$ cat config.mk
export PLATFORM = sky130hd
export DESIGN_NAME = nubus_mem_wbuf
export DESIGN_NICKNAME = d
export VERILOG_FILES = /design/src/rtl/nubus_wbuf_pkg.sv /design/src/rtl/nubus_wbuf_fifo.sv /design/src/rtl/nubus_mem_wbuf.sv
export SDC_FILE = /design/constraint.sdc
export NUM_CORES = 1
export LEC_CHECK = 0
export CORE_UTILIZATION = 28
export DETAILED_ROUTE_END_ITERATION = 16
export PLACE_DENSITY_LB_ADDON = 0.08
export SLEW_MARGIN = 40
export SYNTH_ARGS = -nofsm -noshare
export SYNTH_HDL_FRONTEND = slang
export SYNTH_SLANG_ARGS = --single-unit
$ cat constraint.sdc
create_clock -name mem_clk -period 4.8 [get_ports mem_clk]
set_clock_uncertainty 0.15 [all_clocks]
set_input_delay 0.72 -clock mem_clk [delete_from_list [all_inputs] [get_ports mem_clk]]
set_output_delay 0.72 -clock mem_clk [all_outputs]
set_load 0.05 [all_outputs]
$ cat src/rtl/nubus_wbuf_pkg.sv
// Shared types for the NuBus posted-write buffer.
//   wbuf_entry_t : one queued write (word address, byte enables, data)
//   wbuf_state_t : upstream request FSM states
//   MEM_RD       : byte-enable code that marks a read on the mem_* protocol
// Optional feature macro used by the files that import this package:
//   NUBUS_WBUF_FWD_EN - forward full-word queued writes to matching reads.
package nubus_wbuf_pkg;

  localparam logic [3:0] MEM_RD = 4'h0;
  localparam logic [3:0] BE_ALL = 4'hF;

  typedef struct packed {
    logic [29:0] addr;
    logic [3:0]  write;
    logic [31:0] wdata;
  } wbuf_entry_t;

  typedef enum logic [2:0] {
    ST_IDLE,
    ST_WACK,
    ST_DRAIN,
    ST_RD,
    ST_RACK
  } wbuf_state_t;

endpackage

$ cat src/rtl/nubus_wbuf_fifo.sv
// Circular write queue for the posted-write buffer.
// Ports:
//   clk, resetn      : clock, synchronous active-low reset (discards contents)
//   push, push_entry : enqueue one entry (caller guarantees not full)
//   pop              : dequeue the head (caller guarantees not empty)
//   head             : oldest entry
//   count/full/empty : occupancy, from registered state
//   entries          : (NUBUS_WBUF_FWD_EN only) all slots ordered by age,
//                      entries[0] = head; slots at index >= count are stale.
module nubus_wbuf_fifo
  import nubus_wbuf_pkg::*;
#(
  parameter int DEPTH_LOG2 = 2
) (
  input  logic                    clk,
  input  logic                    resetn,
  input  logic                    push,
  input  wbuf_entry_t             push_entry,
  input  logic                    pop,
  output wbuf_entry_t             head,
  output logic [DEPTH_LOG2:0]     count,
  output logic                    full,
  output logic                    empty
`ifdef NUBUS_WBUF_FWD_EN
  ,
  output wbuf_entry_t [(1<<DEPTH_LOG2)-1:0] entries
`endif
);

  localparam int DEPTH = 1 << DEPTH_LOG2;
  localparam logic [DEPTH_LOG2:0] FULL_COUNT = {1'b1, {DEPTH_LOG2{1'b0}}};

  wbuf_entry_t             mem_reg [DEPTH];
  logic [DEPTH_LOG2-1:0]   wr_ptr_reg;
  logic [DEPTH_LOG2-1:0]   rd_ptr_reg;
  logic [DEPTH_LOG2:0]     count_reg;

  // Pointers are DEPTH_LOG2 wide, so they wrap modulo DEPTH for free.
  always_ff @(posedge clk) begin
    if (!resetn) begin
      wr_ptr_reg <= '0;
      rd_ptr_reg <= '0;
      count_reg  <= '0;
    end else begin
      if (push) wr_ptr_reg <= wr_ptr_reg + 1'b1;
      if (pop)  rd_ptr_reg <= rd_ptr_reg + 1'b1;
      case ({push, pop})
        2'b10:   count_reg <= count_reg + 1'b1;
        2'b01:   count_reg <= count_reg - 1'b1;
        default: count_reg <= count_reg;
      endcase
    end
  end

  // Payload storage carries no reset; validity lives in the pointers.
  always_ff @(posedge clk) begin
    if (push) mem_reg[wr_ptr_reg] <= push_entry;
  end

  assign head  = mem_reg[rd_ptr_reg];
  assign count = count_reg;
  assign full  = (count_reg == FULL_COUNT);
  assign empty = (count_reg == '0);

`ifdef NUBUS_WBUF_FWD_EN
  for (genvar gi = 0; gi < DEPTH; gi++) begin : g_age
    logic [DEPTH_LOG2-1:0] idx;
    assign idx         = rd_ptr_reg + DEPTH_LOG2'(gi);
    assign entries[gi] = mem_reg[idx];
  end
`endif

endmodule

$ cat src/rtl/nubus_mem_wbuf.sv
// Posted-write buffer between the NuBus slave mem_* port and card memory.
// Writes are acknowledged once queued; reads wait until every queued write
// has reached memory, so ordering is preserved.
// Ports:
//   mem_clk, mem_resetn         : clock, synchronous active-low reset
//   s_valid/s_write/s_addr/s_wdata, s_ready/s_rdata : upstream slave side
//   m_valid/m_write/m_addr/m_wdata, m_ready/m_rdata : downstream memory side
//   wbuf_empty                  : queue empty and no write in flight
// Macro NUBUS_WBUF_FWD_EN: a read hitting a queued full-word write is
// answered from the queue without draining or touching memory.
module nubus_mem_wbuf
  import nubus_wbuf_pkg::*;
#(
  parameter int DEPTH_LOG2 = 2
) (
  input  logic        mem_clk,
  input  logic        mem_resetn,
  input  logic        s_valid,
  input  logic [3:0]  s_write,
  input  logic [31:0] s_addr,
  input  logic [31:0] s_wdata,
  output logic        s_ready,
  output logic [31:0] s_rdata,
  output logic        m_valid,
  output logic [3:0]  m_write,
  output logic [31:0] m_addr,
  output logic [31:0] m_wdata,
  input  logic        m_ready,
  input  logic [31:0] m_rdata,
  output logic        wbuf_empty
);

  wbuf_state_t         state_reg, state_next;
  logic                m_valid_reg;
  logic [3:0]          m_write_reg;
  logic [31:0]         m_addr_reg, m_wdata_reg, rdata_reg;
  logic                push, pop, flight, drain_go, read_done, read_start;
  logic                fifo_full, fifo_empty;
  logic [DEPTH_LOG2:0] fifo_count;
  wbuf_entry_t         push_entry, head;
  logic                unused_bits;

  assign push_entry = '{addr: s_addr[31:2], write: s_write, wdata: s_wdata};

`ifdef NUBUS_WBUF_FWD_EN
  localparam int DEPTH = 1 << DEPTH_LOG2;
  wbuf_entry_t [DEPTH-1:0] entries;
  logic                    fwd_hit;
  logic [31:0]             fwd_data;

  // Scan oldest to youngest so the youngest address match wins; a partial
  // youngest match must not forward stale bytes, so it clears the hit.
  always_comb begin
    fwd_hit  = 1'b0;
    fwd_data = '0;
    for (int k = 0; k < DEPTH; k++) begin
      if (k < int'(fifo_count) && entries[k].addr == s_addr[31:2]) begin
        fwd_hit  = (entries[k].write == BE_ALL);
        fwd_data = entries[k].wdata;
      end
    end
  end
  assign unused_bits = ^s_addr[1:0];
`else
  assign unused_bits = ^{s_addr[1:0], fifo_count};
`endif

  nubus_wbuf_fifo #(.DEPTH_LOG2(DEPTH_LOG2)) u_fifo (
    .clk        (mem_clk),
    .resetn     (mem_resetn),
    .push       (push),
    .push_entry (push_entry),
    .pop        (pop),
    .head       (head),
    .count      (fifo_count),
    .full       (fifo_full),
    .empty      (fifo_empty)
`ifdef NUBUS_WBUF_FWD_EN
    ,
    .entries    (entries)
`endif
  );

  // Only drained writes carry non-zero byte enables on m_write.
  assign flight     = m_valid_reg && (m_write_reg != MEM_RD);
  assign pop        = flight && m_ready;
  assign wbuf_empty = fifo_empty && !flight;
  assign read_done  = (state_reg == ST_RD) && m_valid_reg && m_ready;
  assign drain_go   = !fifo_empty && (state_reg != ST_RD) && (state_reg != ST_RACK);
  assign read_start = (state_next == ST_RD) && (state_reg != ST_RD);

  always_comb begin
    state_next = state_reg;
    push       = 1'b0;
    case (state_reg)
      ST_IDLE: begin
        if (s_valid) begin
          if (s_write != MEM_RD) begin
            // Full is judged on the registered count: no push-through-pop.
            if (!fifo_full) begin
              push       = 1'b1;
              state_next = ST_WACK;
            end
          end
`ifdef NUBUS_WBUF_FWD_EN
          else if (fwd_hit) state_next = ST_RACK;
`endif
          else if (!wbuf_empty) state_next = ST_DRAIN;
          else                  state_next = ST_RD;
        end
      end
      ST_WACK:  state_next = ST_IDLE;
      ST_DRAIN: if (wbuf_empty) state_next = ST_RD;
      ST_RD:    if (read_done) state_next = ST_RACK;
      ST_RACK:  state_next = ST_IDLE;
      default:  state_next = ST_IDLE;
    endcase
  end

  // One downstream request register shared by drain writes and reads. A
  // completed transfer always drops m_valid for a cycle before the next.
  always_ff @(posedge mem_clk) begin
    if (!mem_resetn) begin
      state_reg   <= ST_IDLE;
      m_valid_reg <= 1'b0;
      m_write_reg <= '0;
      m_addr_reg  <= '0;
      m_wdata_reg <= '0;
      rdata_reg   <= '0;
    end else begin
      state_reg <= state_next;
      if (m_valid_reg) begin
        if (m_ready) m_valid_reg <= 1'b0;
      end else if (read_start) begin
        m_valid_reg <= 1'b1;
        m_write_reg <= MEM_RD;
        m_addr_reg  <= {s_addr[31:2], 2'b00};
      end else if (drain_go) begin
        m_valid_reg <= 1'b1;
        m_write_reg <= head.write;
        m_addr_reg  <= {head.addr, 2'b00};
        m_wdata_reg <= head.wdata;
      end
      if (read_done) rdata_reg <= m_rdata;
`ifdef NUBUS_WBUF_FWD_EN
      else if (state_reg == ST_IDLE && state_next == ST_RACK) rdata_reg <= fwd_data;
`endif
    end
  end

  assign s_ready = (state_reg == ST_WACK) || (state_reg == ST_RACK);
  assign s_rdata = rdata_reg;
  assign m_valid = m_valid_reg;
  assign m_write = m_write_reg;
  assign m_addr  = m_addr_reg;
  assign m_wdata = m_wdata_reg;

endmodule

==> impl_metrics.yaml <==
cts:
  postCtsSetupBuffers: 0
  cts_hold_buf: 0
  cts_tree: "built"
  htree_levels: 2
  clock_path_buffers: 3
  clock-sinks: 375
  clk_latency_ns: 0.56
  cts_resized: 0
  cts_inserted_buffers: 43
  clk_pin_slew_ns: 0.06
  root_buffer: "clkbuf_16"
sta:
  hold_viol_final: 0
  tns_ns: 0
  fin_crit_ns: 3.56
  setup_violations: 0
  post-route-period-util: 0.742
  worstMarginPinSlew_ns: 0.744
  fmax_mhz: 281
  slew_viol_final: 0
  fin_ws_ns: 1.24
  relSlewSlack: 0.504
  rsz0062_at_grt: "no"
floorplan:
  die-area_sq_um: 51200
  die_width_um: 226
  core_sq_um: 49300
  pin_count: 207
  start_util: 0.286
  rows: 81
  die_h_um: 226
worst_setup_path:
  crit_path_end_kind: "output port"
  crit_chain: "or4_1, a21oi_1, clkdlybuf4s50_1"
  crit_path_start_kind: "register"
  critPathMaxStageDelay_ns: 0.89
  path_class: "register to output port"
  cp.required_ns: 3.93
  crit_arrival_ns: 2.69
  path_max_fanout: 3
  slowest_stage: "clkdlybuf4s50_1"
yosys:
  ys_async_sr_fraction: 0
  synth_edf_count: 264
  netlist_top_cells_count: "edfxtp_1 (264), nand2_1 (135), dfxtp_1 (111)"
  yosys_warnings: 0
  ys_seq_area_frac: 0.721
  synth_area_leader_cell: "edfxtp_1"
  netlist_area_sq_um: 14100
  ys_ff_latch: 375
  yosysMostFrequentCell: "edfxtp_1"
  synth_top_area_share: 0.563
  syn_avg_cell_area_sq_um: 16.9
  synth_area_leaders: "edfxtp_1 (56%), dfxtp_1 (16%), mux4_2 (11%)"
  synth.distinct_cells: 45
  synthCells: 832
  synth_top_flop_cell: "edfxtp_1"
detailed_routing:
  wl_met3_mm: 2.19
  firstDrtPassIters: 4
  routed_wl_mm: 34.8
  wl_per_cell_um: 20.1
  route.layer.met1.wl_mm: 15.4
  top_layer_used: "met5"
  postRouteAntennaNets: 0
  drt-initial-drc-count: 467
  route.detailed.drc: 0
  dr_total_vias: 7801
  routed_via_density: 4.49
  dr_wl_met2_mm: 16.5
placement:
  dpl.hpwl_mm: 19.7
  pre_cts_ws_ns: 1.18
  io_buffers: 202
  gp_congestion: 0.656
global_route:
  grt_max_degree: 84
  track_usage: 0.137
  antenna_found_initial: 1
  grt_pass1_wl_mm: 51.7
  first_global_vias: 8121
  grt.overflow.total: 0
min_path:
  worst_hold_path_type: "register to register"
power_and_ir_drop:
  p_per_area_nw_per_um2: 564
  p_leak_nw: 5.75
  peakVddDrop_mv: 0.280
layout:
  largest_reg_flops: 264
  fillers: 4722
  drive_above_1_share: 0.147
  diodes: 0
  final_nets: 1149
  area_delta_synth_final_pct: 29.3
job:
  max_cap_viol_count: 0
outcome:
  status: "finished, final reports clean"
-- power breakdown --
group	switching (mW)	internal [mW]	leakage (nW)
sequential	0.241	3.96	3.32
clock	1.29	1.85	0.675
combinational	1.88	1.04	1.76
-- cell usage in the layout (no fill, tap or decap), types with 3 or more instances in the layout --
cell | Yosys | final
a21boi_0 | 65 | 65
a21oi_1 | 3 | 3
and2_1 | 11 | 7
and2_4 | 0 | 4
buf_12 | 0 | 7
buf_4 | 6 | 5
clkbuf_1 | 24 | 6
clkbuf_16 | 0 | 45
clkbuf_8 | 0 | 6
clkdlybuf4s50_1 | 0 | 201
clkinv_1 | 0 | 8
clkinv_2 | 0 | 10
dfxtp_1 | 111 | 109
edfxtp_1 | 264 | 264
ha_1 | 5 | 5
inv_1 | 7 | 7
mux4_2 | 66 | 66
nand2_1 | 135 | 135
nand3_1 | 5 | 5
nor2b_1 | 3 | 3
o21a_1 | 30 | 30
o21ai_0 | 9 | 9
o221a_1 | 30 | 30
xnor2_1 | 4 | 4
-- critical path, delay by kind of cell (launching register included) --
family | cells | cell delay (ns)
flops | 1 | 0.32
buf+inv | 1 | 0.89
simple gates | 1 | 0.64
compound gates | 1 | 0.29
-- metrics by stage --
stage | util | hold WS [ns] | area [sq um] | power [mW] | std cells
6_report | 0.370 | 0.311 | 18200 | 10.3 | 1736
3_5_place_dp | 0.342 | 0.309 | 16800 | 7.26 | 1658
4_1_cts | 0.370 | 0.317 | 18200 | 10.5 | 1736
3_3_place_gp | 0.341 | 0.303 | 16800 | 7.25 | 1657
2_1_floorplan | - | 0.330 | 14100 | 6.16 | 833
5_1_grt | 0.370 | 0.338 | 18200 | 10.8 | 1736
-- final timing paths --
path,start,end,slack (ns),cells after the start
max reg2reg,state_reg[2]$_SDFF_PN0_,u_fifo.mem_reg[2][20]$_DFFE_PP_,1.97,4
min reg2reg,m_wdata[29]$_SDFFE_PN0P_,m_wdata[29]$_SDFFE_PN0P_,0.31,2
max,m_write[0]$_SDFFE_PN0P_,wbuf_empty,1.24,3
min,m_wdata[29]$_SDFFE_PN0P_,m_wdata[29]$_SDFFE_PN0P_,0.31,2
-- kinds of logic after synthesis --
logic type,count (synthesis),share of synthesized area
xor gates and xnor gates,6,0.00373
AOI/OAI and AO/OA,142,0.0828
muxes,67,0.106
buffers and inverters,61,0.0234
other,1,0.000266
DFF,375,0.721
adders and majority gates,6,0.00587
and+or+nand+nor,174,0.0567
-- cell type report --
class                           instances  area (sq um)  area share
Clock inverter                         21           126     0.00694
Multi-Input combinational cell        397          3620       0.199
Timing Repair Buffer                  215          2210       0.122
Inverter                                7          26.3     0.00144
Tap cell                              664           831      0.0456
Clock buffer                           57          1230      0.0676
Sequential cell                       375         10200       0.558
-- per-layer routing --
metal / vias up / GRT usage
li1: 3603 / -
met1: 3962 / 0.178
met2: 188 / 0.221
met3: 46 / 0.0355
met4: 2 / 0.0466
met5: - / 0
Note: power is estimated with default switching activity, not from simulation.
